## config.mk

```make
export PLATFORM = sky130hd
export DESIGN_NAME = multiplicador_seq
export DESIGN_NICKNAME = d
export VERILOG_FILES = /design/src/rtl/mult_pkg.sv /design/src/rtl/somador.sv /design/src/rtl/multiplicador_seq.sv
export SDC_FILE = /design/constraint.sdc
export NUM_CORES = 1
export LEC_CHECK = 0
export ABC_AREA = 1
export CAP_MARGIN = 25
export CORE_ASPECT_RATIO = 1.2
export CORE_MARGIN = 2
export CORE_UTILIZATION = 46
export CTS_CLUSTER_DIAMETER = 40
export DETAILED_ROUTE_END_ITERATION = 12
export GPL_TIMING_DRIVEN = 0
export PLACE_DENSITY = 0.88
export SYNTH_ARGS = -nofsm -noshare
export SYNTH_HDL_FRONTEND = slang
export SYNTH_SLANG_ARGS = --single-unit
```

## constraint.sdc

```tcl
create_clock -name clk -period 2.25 [get_ports clk]
set_input_delay 0.3375 -clock clk [delete_from_list [all_inputs] [get_ports clk]]
set_output_delay 0.3375 -clock clk [all_outputs]
set_load 0.05 [all_outputs]
```

## src/rtl/mult_pkg.sv

```systemverilog
// mult_pkg: shared state encoding and sizing for the sequential multiplier
package mult_pkg;

    typedef enum logic [1:0] {
        IDLE = 2'd0,
        CALC = 2'd1,
        DONE = 2'd2
    } state_t;

    localparam int W      = 4;
    localparam int N_ITER = 4;

    localparam logic [1:0] CNT_LAST = 2'(N_ITER - 1);

endpackage

```

## src/rtl/somador.sv

```systemverilog
// somador: 4-bit ripple-carry adder with carry-out as the fifth sum bit
module somador
    import mult_pkg::*;
(
    input  logic [W-1:0] a_i,
    input  logic [W-1:0] b_i,
    output logic [W:0]   s_o
);

    logic [W:0] c;

    assign c[0]   = 1'b0;
    assign s_o[W] = c[W];

    for (genvar i = 0; i < W; i++) begin : g_fa
        assign s_o[i]   = a_i[i] ^ b_i[i] ^ c[i];
        assign c[i+1]   = (a_i[i] & b_i[i]) | (c[i] & (a_i[i] ^ b_i[i]));
    end

endmodule

```

## src/rtl/multiplicador_seq.sv

```systemverilog
// multiplicador_seq: 4x4 unsigned shift-add multiplier with valid/ready handshakes
module multiplicador_seq
    import mult_pkg::*;
(
    input  logic           clk,
    input  logic           rst_n,
    input  logic           start_valid,
    output logic           start_ready,
    input  logic [W-1:0]   a,
    input  logic [W-1:0]   b,
    output logic           result_valid,
    input  logic           result_ready,
    output logic [2*W-1:0] product,
    output logic           busy
);

    state_t     state_q;
    logic [W-1:0] m_q;
    logic [W-1:0] q_q;
    logic [W-1:0] h_q;
    logic [1:0]   cnt_q;
    logic [W-1:0] addend;
    logic [W:0]   sum;

    // Add the multiplicand only when the current multiplier bit is set
    assign addend = q_q[0] ? m_q : '0;

    somador u_somador (
        .a_i (h_q),
        .b_i (addend),
        .s_o (sum)
    );

    // Control FSM and shift-add datapath; the 9-bit {carry,H,Q} shift drops the used Q bit
    always_ff @(posedge clk or negedge rst_n) begin
        if (!rst_n) begin
            state_q <= IDLE;
            m_q     <= '0;
            q_q     <= '0;
            h_q     <= '0;
            cnt_q   <= '0;
        end else begin
            case (state_q)
                IDLE: if (start_valid) begin
                    m_q     <= a;
                    q_q     <= b;
                    h_q     <= '0;
                    cnt_q   <= '0;
                    state_q <= CALC;
                end
                CALC: begin
                    {h_q, q_q} <= {sum, q_q[W-1:1]};
                    cnt_q      <= cnt_q + 1'b1;
                    if (cnt_q == CNT_LAST) state_q <= DONE;
                end
                DONE: if (result_ready) state_q <= IDLE;
                default: state_q <= IDLE;
            endcase
        end
    end

    // Handshake flags decode straight from the state register
    assign start_ready  = (state_q == IDLE);
    assign result_valid = (state_q == DONE);
    assign busy         = (state_q != IDLE);
    assign product      = {h_q, q_q};

endmodule

```

==> metrics.md <==
| Metric | Value |
|---|---|
| Status | complete, no violations |
| Clk sinks | 16 |
| Share of layout cells above drive strength 1 | 6.56% |
| Synth Area in Compound Gates | 3.79% |
| Post-synth ARST share | 100% |
| Fin nets | between 100 and 150 |
| Hold Path Class | input pin to asynchronous set/reset pin |
| Initial drt markers | 20 |
| Crit Path Class | flip-flop to primary output |
| # rows | 16 |
| Vias | 715 |
| Syn-to-layout area delta | 32.1% |
| Antenna Violating Nets Remaining | 0 |
| Yosys warns | 0 |
| Post-Synth XOR/XNOR Area | 0% |
| CTS resizes | 0 |
| Initial DRT Pass Iterations | 5 |
| Initial antenna violation count | 0 |
| # placed instances | roughly 140 |
| Final hold vios | 0 |
| #FFs+latches synth | 16 |
| Syn avg cell area | between 8 and 9 sq um |
| TritonCTS buffer count | 3 |
| Final Cell Area | 1090 sq um |
| Antenna Cells | 0 |
| Fin cells | 140 |
| Post-Synthesis Cells | 97 |
| Worst slack at placement | 0.168 ns |
| Deepest clock path buffer count | 2 |
| Vias per Instance | ~5.1 |
| Post-synthesis sequential area ratio | 48.5% |
| LEAKAGE | 0.573 nW |
| Worst Path Arrival | 1.84 ns |
| TritonCTS clock tree | done |
| Die footprint | around 2200 sq um |
| Multiplexer share of the synthesized area | 0% |
| Final worst slack | 0.0710 ns |
| Die height | approximately 50 microns |
| Post-Route WL | about 1.7 mm |
| Syn nets | 114 |
| Root Driver | clkbuf_4 |
| Layout Skew | roughly 0.0033 ns |
| Pin count of the biggest net entering global routing | 17 |
| Synth Flop Type | dfrtp_1 |
| Gr ovfl total | 0 |
| Setup repair bufs after CTS | 0 |
| Largest family of logic cells by synthesized area | simple AND/OR/NAND/NOR gates |
| Tmin final | between 2 and 2.5 ns |
| Cell taking the most area after synthesis | dfrtp_1 |
| Most common cell in the synthesized netlist | nand2_1 |
| Clock-pin transition on the worst setup and hold timing paths | 0.09 ns |
| Crit Path Max Fanout | 10 |
| GRT Util Overall | 18.3% |
| Final Max Slew Viols | 0 |
| Final HPWL DP | 1.32 mm |
| Crit path required time | 1.91 ns |
| Type of origin of the critical path | flip-flop |
| Avg WL per Cell | 12.4 microns |
| PortBufs | 22 |
| EDFF count, synth | 0 |
| Max Clk Rate | 459 MHz |
| Final setup TNS | 0 ns |
| # DRC | 0 |
| Top cell type's share of synthesized area | 48.5% |
| Core area | 1660 sq um |
| CTS Hold Bufs | 0 |
| Slew Limit Headroom | 52.4% |
| Worst-Margin Slew | 0.712 ns |
| Number of global-route vias before repair | between 700 and 800 |
| Max-cap violations | 0 |
| Worst setup EP type | primary output |
| Post-synth cell types | 13 |
| # IOs | 23 |
| RSZ-0062 raised after global routing | false |
| Period utilization | 96.8% |
| Worst-skew pair later-pin latency | 0.29 ns |
| Fin Hold WS | 0.469 ns |
| Post-Synth Simple-Gate Area | 29.7% |
| Dominant cells by area after synthesis | dfrtp_1 (48%), nand2_1 (20%), nand3_1 (7.9%) |
| Post-Synth Adder-Cell Area | 10.3% |
| Mapped Area | 826 sq um |
| Die X | 42.7 microns |
| Final Setup Violations | 0 |
| H-Tree Depth | 1 |
| Pwr dens | 1470 nW/um^2 |
| VDD IR-drop max | 736 uV |
| First-pass GRT wire length | 2.95 mm |
| Synth cell count leaders | nand2_1 (44), dfrtp_1 (16), nand3_1 (13), inv_1 (9) |
| GP Congestion | 0.730 |
| Initial Utilization | 49.7% |
| R2R setup slack | 0.17 ns |
| Placement Cell Area | 1070 sq um |
| Filler Cells Inserted | 141 |
[cell families (layout without fill, tap and decap cells)]
| group | count (synthesis) | in the layout |
|---|---|---|
| buffers and inverters | 12 | 37 |
| and+or+nand+nor | 59 | 59 |
| DFF | 16 | 16 |
| AOI/OAI and AO/OA | 5 | 5 |
| adders and majority gates | 5 | 5 |
[metrics by stage]
step / total power (W) / util, %
after detailed placement: 0.00146 / 64.3
after global placement: 0.00143 / 64.3
final: 0.00161 / 65.7
after CTS: 0.00161 / 65.7
after floorplan: 0.00117 / -
after global routing: 0.00173 / 65.7
[critical path, cell delays in order, from the launching register on]
cell and delay (ns):
dfrtp_1 0.47, buf_6 0.18, nor2_1 0.10, clkdlybuf4s50_1 0.80
[flip-flops by register name (all words and copies together) (netlist names)]
name and count:
cnt_q 2, q_q 4, h_q 4, state_q 2
m_q 4
[cell type report]
cell class,count,area [sq um],share of cell area (%)
Multi-Input combinational cell,69,362,33.1
Inverter,9,33.8,3.10
Clock buffer,3,22.5,2.06
Buffer,3,30.0,2.75
Sequential cell,16,400,36.7
Timing Repair Buffer,22,220,20.2
Tap cell,18,22.5,2.06
[layout by cell type (no fill, tap or decap), types with 2 or more instances in the layout]
cell             count
buf_6                2
clkbuf_4             3
clkdlybuf4s50_1     22
dfrtp_1             16
fa_1                 3
ha_1                 2
inv_1                9
nand2_1             44
nand3_1             13
o21ai_0              3
[power by group]
part	total, W	leakage [nW]	switching, W	internal (W)
Clock	0.000148	0.0138	0.0000863	0.0000622
Combinational	0.000935	0.355	0.000606	0.000329
Sequential	0.000524	0.204	0.000113	0.000411
[path summary, 6_finish.rpt]
path                                         from                  to  cells past startpoint
min                                         rst_n  m_q[3]$_DFFE_PN0P_                      1
min in group clk               m_q[3]$_DFFE_PN0P_  m_q[3]$_DFFE_PN0P_                      2
max in group asynchronous                   rst_n  q_q[2]$_DFFE_PN0P_                      1
min reg2reg                    m_q[3]$_DFFE_PN0P_  m_q[3]$_DFFE_PN0P_                      2
max                        state_q[0]$_DFFE_PN0P_        result_valid                      3
max reg2reg                    q_q[0]$_DFFE_PN0P_  h_q[2]$_DFFE_PN0P_                     10
[layer usage]
metal / wire [microns] / track usage [%] / vias up
met5: 0 / 0 / -
met4: 42 / 9.90 / 0
met3: 53 / 3.60 / 5
met2: 866 / 30.3 / 12
met1: 778 / 22.0 / 346
li1: - / - / 352
No activity file was read; power rests on OpenSTA's default activity.
